`config.mk`:
```
export PLATFORM = sky130hd
export DESIGN_NAME = mem_access_unit
export DESIGN_NICKNAME = d
export VERILOG_FILES = /design/src/rtl/mem_access_unit.sv
export SDC_FILE = /design/constraint.sdc
export NUM_CORES = 1
export LEC_CHECK = 0
export ABC_AREA = 1
export ABC_CLOCK_PERIOD_IN_PS = 3800
export CELL_PAD_IN_SITES_DETAIL_PLACEMENT = 2
export CELL_PAD_IN_SITES_GLOBAL_PLACEMENT = 2
export CORE_ASPECT_RATIO = 0.8
export CORE_MARGIN = 1.5
export CORE_UTILIZATION = 21
export DETAILED_ROUTE_END_ITERATION = 8
export PLACE_DENSITY_LB_ADDON = 0.08
export SLEW_MARGIN = 20
export SYNTH_ARGS = -nofsm -noshare
export SYNTH_HDL_FRONTEND = slang
export SYNTH_SLANG_ARGS = --single-unit
```
`constraint.sdc`:
```
create_clock -name clk -period 3.8 [get_ports clk]
set_input_delay 0.76 -clock clk [delete_from_list [all_inputs] [get_ports clk]]
set_output_delay 0.76 -clock clk [all_outputs]
set_load 0.02 [all_outputs]
```
`src/rtl/mem_access_unit.sv`:
```
// MAR/MDR register pair with a req/ack memory transaction engine.
// Accepts read/write commands in IDLE and aborts a stalled request after TIMEOUT cycles.
module mem_access_unit #(
  parameter int unsigned DATA_W  = 32,
  parameter int unsigned ADDR_W  = 9,
  parameter int unsigned TIMEOUT = 15
) (
  input  logic              clk,
  input  logic              reset,
  input  logic [DATA_W-1:0] bus_in,
  input  logic              mar_enable,
  input  logic              mdr_enable,
  input  logic              read,
  input  logic              write,
  output logic              busy,
  output logic              done,
  output logic              err,
  output logic [ADDR_W-1:0] mar_data,
  output logic [DATA_W-1:0] mdr_data,
  output logic              mem_req,
  output logic              mem_we,
  output logic [ADDR_W-1:0] mem_addr,
  output logic [DATA_W-1:0] mem_wdata,
  input  logic              mem_ack,
  input  logic [DATA_W-1:0] mem_rdata
);

  localparam int unsigned CNT_W  = (TIMEOUT == 0) ? 1 : $clog2(TIMEOUT + 1);
  localparam int unsigned LAST_I = (TIMEOUT == 0) ? 0 : TIMEOUT - 1;
  localparam logic [CNT_W-1:0] LAST = CNT_W'(LAST_I);

  typedef enum logic {
    IDLE,
    ACCESS
  } state_t;

  state_t            state, state_n;
  logic [ADDR_W-1:0] mar;
  logic [DATA_W-1:0] mdr;
  logic              we_q;
  logic [CNT_W-1:0]  cnt;
  logic              done_q;
  logic              err_q;
  logic              start;
  logic              timeout_hit;

  always_comb begin
    state_n     = state;
    start       = 1'b0;
    timeout_hit = 1'b0;
    case (state)
      IDLE: begin
        if (read || write) begin
          start   = 1'b1;
          state_n = ACCESS;
        end
      end
      ACCESS: begin
        // ack takes precedence over an expiring timeout on the same edge
        if (mem_ack) begin
          state_n = IDLE;
        end else if ((TIMEOUT != 0) && (cnt == LAST)) begin
          timeout_hit = 1'b1;
          state_n     = IDLE;
        end
      end
      default: state_n = IDLE;
    endcase
  end

  always_ff @(posedge clk or posedge reset) begin
    if (reset) begin
      state <= IDLE;
    end else begin
      state <= state_n;
    end
  end

  always_ff @(posedge clk or posedge reset) begin
    if (reset) begin
      mar    <= '0;
      mdr    <= '0;
      we_q   <= 1'b0;
      cnt    <= '0;
      done_q <= 1'b0;
      err_q  <= 1'b0;
    end else begin
      done_q <= (state == ACCESS) && (mem_ack || timeout_hit);
      case (state)
        IDLE: begin
          if (mar_enable) mar <= bus_in[ADDR_W-1:0];
          if (mdr_enable) mdr <= bus_in;
          if (start) begin
            we_q  <= ~read;
            err_q <= 1'b0;
            cnt   <= '0;
          end
        end
        ACCESS: begin
          if (mem_ack) begin
            if (!we_q) mdr <= mem_rdata;
          end else if (timeout_hit) begin
            err_q <= 1'b1;
          end else if (cnt != '1) begin
            cnt <= cnt + 1'b1;
          end
        end
        default: ;
      endcase
    end
  end

  assign busy      = (state == ACCESS);
  assign mem_req   = (state == ACCESS);
  assign mem_we    = (state == ACCESS) && we_q;
  assign done      = done_q;
  assign err       = err_q;
  assign mar_data  = mar;
  assign mdr_data  = mdr;
  assign mem_addr  = mar;
  assign mem_wdata = mdr;

endmodule

```
==> impl_results.md, run 1 <==
- Vias in the first global route: 2,833
- Static Leak: approximately 0.0020 uW
- Status: finished, final reports clean
- Gr busiest metal: met2
- Clock Tree Buf Depth: 2
- Arr. time, crit path: 1850 ps
- Final #Nets: 552
- Antenna fix cells: 0
- Sequential cell area fraction in the yosys report: 0.454
- First-pass GRT wire length: 14,900 um
- Core area: 12,300 sq um
- Dpl hpwl: just over 7000 um
- Met3 GRT Util: 0.0329
- YS warnings: 0
- #FFs+latches synth: 49
- Setup CP Type: flop to primary output
- Clock slew at reported path FFs: 70 ps
- Die Y: 104 um
- Syn avg cell area: about 7.4 sq um
- Residual DRC count: 0
- Worst-margin pin slew: about 730 ps
- Initial Util: 0.219
- Rows: 36
- Max stage delay on crit path: 660 ps
- Element type at the critical path start: flop
- Clock buffer count from CTS: 5
- Grt met1 use: 0.181
- Input/output buffers: between 150 and 200
- Grt met2 use: 0.242
- Die area: ~14,000 sq um
- Clock sink count: 49
- Clock H-tree levels: 2
- Flop2flop setup slack: around 1500 ps
- Post-CTS setup buffer count: 0
- Largest net degree at the start of global routing: between 60 and 70
- Most common cell after layout, fill and taps aside: clkdlybuf4s50_1
- Routed WL: 9350 um
- Worst hold endpoint: err$_DFFE_PP0P_
- WL/cell: ~14 um
- Number of vias per cell: 4.05
- TritonCTS clock tree: built
- GR Util All Layers: 0.142
- Synthesized area: approximately 2700 sq um
- Vias: between 2,000 and 3,000
- Worst r2r dst: mdr_data[30]$_DFFE_PP0P_
- Crit-path leading delay family: buffers and inverters
- Gr ovfl total: 0
- Mapped Nets: 440
- Power Density: 770 nW/um^2
- Layout cells sized above 1: 0.0333
- Cells on Worst Hold Path: 2
- Worst-Skew Late Latency: 290 ps
- Worst Hold Class: flop to flop
- Worst path slowest cell: clkdlybuf4s50_1
- Critical path capture point type: primary output
- CP Cell Sequence: nand2_1 > inv_1 > clkdlybuf4s50_1
- R2R Path Start: busy$_DFF_PP0_
- Detailed Routing Iterations Pass 1: 4
- Design Power: 3300 uW
- Final hold vios: 0
- Initial DRC Count: 43
- # hold bufs at CTS: 0
- Post-Syn Instances: around 370
- WP buf/inv: 2
- Final min period: 2610 ps
- Worst Path Required: between 3000 and 4000 ps
- Commonest non-fill, non-tap cells in the layout: clkdlybuf4s50_1 (157), nand2_1 (144), o21ai_0 (52)
- Crit path max fanout: 23
- Root buf cell: clkbuf_16
- F_max: 0.383 GHz
- Initial antenna violation count: 0
- Worst VDD drop: 0.216 mV
- HP Start: err$_DFFE_PP0P_
- Worst Clk Skew: 5.51 ps
- Final Cycle Share: 0.687
- Final Max Tran Viols: 0
- IO Pins: ~160
- Routability cong.: 0.666
- Setup violators final: 0
- Syn-to-layout area delta: 58.8%
- Netlist cell types: 14
- Setup TNS: 0 ps
- R2R cell count: 5
- Max cap viols: 0
- Max-slew headroom: 0.513
- Antenna viol nets, final: 0
- CTS resizes: 0
- Unrepaired setup endpoints after global routing: false
- Chip width: roughly 130 um
==> routing by layer <==
layer	routed length, um	vias up
met4	76	0
met1	4230	1270
met3	495	5
met5	0	-
li1	-	1287
met2	4540	74
==> worst min-delay path, delay by kind of cell (launching register included) <==
family | cells | cell delay [ps]
flops | 1 | 350
simple gates | 2 | 120
==> cell type report <==
class | instances | area, sq um
Clock buffer | 7 | 153
Clock inverter | 1 | 5.00
Fill cell | 1455 | 8050
Inverter | 47 | 176
Multi-Input combinational cell | 215 | 912
Sequential cell | 49 | 1230
Tap cell | 171 | 214
Timing Repair Buffer | 161 | 1600
==> worst max path at each step <==
stage / startpoint / to / slack (ps) / cells after the start
floorplan: reset / busy$_DFF_PP0_ / 1870 / 1
global placement: busy$_DFF_PP0_ / mem_we / 1470 / 3
detailed placement: mdr_enable / mdr_data[10]$_DFFE_PP0P_ / 1370 / 5
CTS: busy$_DFF_PP0_ / mem_we / 1120 / 3
global route: busy$_DFF_PP0_ / mem_we / 1050 / 3
finish: busy$_DFF_PP0_ / mem_we / 1190 / 3
==> synth_stat cells <==
library cell	count	area, sq um
nand2_1	144	541
o21ai_0	52	260
dfrtp_1	49	1230
buf_4	46	345
inv_1	46	173
nor2_1	9	33.8
clkbuf_1	7	26.3
nand3_1	5	25.0
clkbuf_2	3	15.0
ha_1	2	25.0
inv_2	1	3.75
nand4_1	1	6.26
nor3_4	1	16.3
o21ai_1	1	5.00
==> metrics by stage <==
stage / instances / hold slack (ps) / setup slack (ps) / cell area [sq um] / util
after floorplan: 367 / 453 / 1870 / 2700 / -
after global placement: 643 / 484 / 1470 / 4130 / 0.335
after detailed placement: 643 / 486 / 1370 / 4130 / 0.335
after CTS: 651 / 511 / 1120 / 4290 / 0.348
after global routing: 651 / 545 / 1050 / 4290 / 0.348
final: 651 / 498 / 1190 / 4290 / 0.348
==> cell families after synthesis <==
family	Yosys count	share of synthesized area
AO/OA/AOI/OAI	53	0.0982
adder cells (fa/ha/maj)	2	0.00926
buffers and inverters	103	0.208
flip-flops	49	0.454
AND/OR/NAND/NOR	160	0.230
==> report_power, final <==
part / switching [uW] / leakage [uW] / total (uW) / internal [uW]
Combinational: 1010 / 0.00130 / 1880 / 868
Clock: 198 / 0.0000799 / 477 / 279
Sequential: 213 / 0.000611 / 952 / 739
==> sequential cells by signal (all words and copies together), names as in the netlist <==
name	flops
mdr_data	32
mar_data	9
cnt	4
busy	1
done	1
err	1
we_q	1
Note: power is estimated with default switching activity, not from simulation.
==> run 2, diff against run 1 <==
--- a/config.mk
+++ b/config.mk
@@ -6,12 +6,12 @@
 export NUM_CORES = 1
 export LEC_CHECK = 0
 export ABC_AREA = 1
-export ABC_CLOCK_PERIOD_IN_PS = 3800
+export ABC_CLOCK_PERIOD_IN_PS = 2500
 export CELL_PAD_IN_SITES_DETAIL_PLACEMENT = 2
 export CELL_PAD_IN_SITES_GLOBAL_PLACEMENT = 2
 export CORE_ASPECT_RATIO = 0.8
 export CORE_MARGIN = 1.5
-export CORE_UTILIZATION = 21
+export CORE_UTILIZATION = 19
 export DETAILED_ROUTE_END_ITERATION = 8
 export PLACE_DENSITY_LB_ADDON = 0.08
 export SLEW_MARGIN = 20
==> constraint.sdc (replaced) <==
create_clock -name clk -period 2.5 [get_ports clk]
set_input_delay 0.5 -clock clk [delete_from_list [all_inputs] [get_ports clk]]
set_output_delay 0.5 -clock clk [all_outputs]
set_load 0.02 [all_outputs]
==> impl_results.md, run 2 (synthesis gave the netlist of run 1 again) <==
- Rows: 38 (+5.6%)
- Max cap viols: 0 (unchanged)
- Post-CTS setup buffer count: 0 (unchanged)
- Worst Path Required: 2000 ps (-1040 ps)
- Initial DRC Count: 73 (+70%)
- Input/output buffers: 157 (unchanged)
- Number of vias per cell: 3.95 (-2.5%)
- Vias: 2,610 (-0.99%)
- Detailed Routing Iterations Pass 1: 4 (unchanged)
- Dpl hpwl: 6970 um (-1.7%)
- CTS resizes: 0 (unchanged)
- Residual DRC count: 0 (unchanged)
- WL/cell: 14.0 um (-2.4%)
- Clock sink count: 49 (unchanged)
- Final min period: 2170 ps
- IO Pins: 158 (unchanged)
- Gr ovfl total: 0 (unchanged)
- Largest net degree at the start of global routing: 65 (unchanged)
- Initial antenna violation count: 0 (unchanged)
- Routed WL: 9260 um (-0.90%)
- Worst VDD drop: 0.376 mV (+74%)
- Worst Hold Class: flop to flop
- Layout cells sized above 1: 0.0333 (-0.0000693)
- Status: finished, final reports clean
- Final hold vios: 0 (unchanged)
- Root buf cell: clkbuf_16
- # hold bufs at CTS: 0 (unchanged)
- Final Util: 0.314 (-0.0336)
- Die Y: 110 um (+5.0%)
- Final Max Tran Viols: 0 (unchanged)
- Comb pwr share: 0.577 (+0.010)
- Die area: 14,900 sq um (+10%)
- Clock H-tree levels: 2 (unchanged)
- Largest register FFs: 32 (unchanged)
- Routability cong.: 0.739 (+11%)
- Final Cycle Share: 0.867
- Clock Tree Buf Depth: 2 (unchanged)
- F_max: 0.461 GHz
- Worst Clk Skew: 5.80 ps (+0.288 ps)
- Most common cell after layout, fill and taps aside: clkdlybuf4s50_1
- Clock power frac: 0.135 (-0.009)
- NetSw: 2140 uW (+51%)
- Worst-margin pin slew: 587 ps (-142 ps)
- Critical path capture point type: primary output
- First-pass GRT wire length: 14,600 um (-2.2%)
- Crit path max fanout: 13 (-43%)
- Arr. time, crit path: 1670 ps (-180 ps)
- Static Leak: 0.00200 uW (+0.23%)
- Chip width: 136 um (+5.0%)
- Max-slew headroom: 0.608 (+0.0946)
- Switching portion of total power: 0.431 (+0.00141)
- Core area: 13,700 sq um (+11%)
- Initial Util: 0.197 (-0.0223)
- Setup TNS: 0 ps (unchanged)
- Element type at the critical path start: flop
- Power Density: 1150 nW/um^2 (+50%)
- Worst-Skew Late Latency: 290 ps (about the same)
- Syn-to-layout area delta: 59.7%
- GR Util All Layers: 0.127 (-0.0154)
- Setup violators final: 0 (unchanged)
- Vias in the first global route: 2,770 (-2.2%)
- Unrepaired setup endpoints after global routing: false
- Setup CP Type: flop to primary output
- Final #Nets: 553 (+0.18%)
- P_int: 2830 uW (+50%)
- TritonCTS clock tree: built
- Antenna fix cells: 0 (unchanged)
- Clock slew at reported path FFs: 70 ps (about the same)
- Clock buffer count from CTS: 5 (unchanged)
- Share of power burned in registers: 0.288 (about the same)
- Commonest non-fill, non-tap cells in the layout: clkdlybuf4s50_1 (157), nand2_1 (144), o21ai_0 (52)
- Antenna viol nets, final: 0 (unchanged)
[run 2: cell types whose count changed in the layout (fill, tap and decap cells not counted)]
cell / previous run / this run
buf_12: 0 / 2
clkbuf_8: 2 / 0
buf_4: 4 / 3
clkbuf_1: 0 / 1
clkinv_2: 1 / 2
[run 2: power by group through the flow]
stage               registers (uW)  logic, uW  clock network (uW)
finish                        1440       2870                 671
global placement              1450       2890                   0
floorplan                     1740       1450                   0
CTS                           1460       2930                 709
global route                  1500       3140                 735
detailed placement            1470       2920                   0
[run 2: per-stage QoR]
step | total power (uW) | hold WS, ps | setup slack (ps) | instance area (sq um) | std cells
after floorplan | 3190 | 453 | 827 | 2700 | 367
after global placement | 4340 | 489 | 561 | 4180 | 653
after detailed placement | 4390 | 489 | 464 | 4180 | 653
after CTS | 5100 | 507 | 290 | 4310 | 661
after global routing | 5380 | 542 | 210 | 4310 | 661
final | 4980 | 503 | 332 | 4310 | 661
[run 2: final timing paths]
check	cells past startpoint	slack (ps)	start	to
max	3	330	busy$_DFF_PP0_	mem_we
min	2	500	we_q$_DFFE_PP0P_	we_q$_DFFE_PP0P_
max reg2reg	7	830	busy$_DFF_PP0_	cnt[3]$_DFFE_PP0P_
min reg2reg	2	500	we_q$_DFFE_PP0P_	we_q$_DFFE_PP0P_
max in group asynchronous	3	1650	reset	busy$_DFF_PP0_
min in group asynchronous	3	570	reset	mdr_data[23]$_DFFE_PP0P_
[run 2: layout make-up]
class                   instances  area, sq um
fillers                      1565         9430
well taps                     180          225
inverters                      47          176
multi-input cells             215          912
clock buffers                   6          129
repair buffers                162         1630
flip-flops and latches         49         1230
clock inverters                 2         10.0
[run 2: layer usage]
metal / wire, um / track usage / vias up
met3: 528 / 0.0337 / 5
met5: 0 / 0 / -
met1: 4250 / 0.161 / 1243
met4: 52 / 0.0251 / 0
met2: 4440 / 0.218 / 71
li1: - / - / 1291
[run 2: worst max-delay path, stage by stage, from the launching register on]
cell and delay [ps]:
dfrtp_2 530, nand2_1 100, inv_1 130, clkdlybuf4s50_1 620
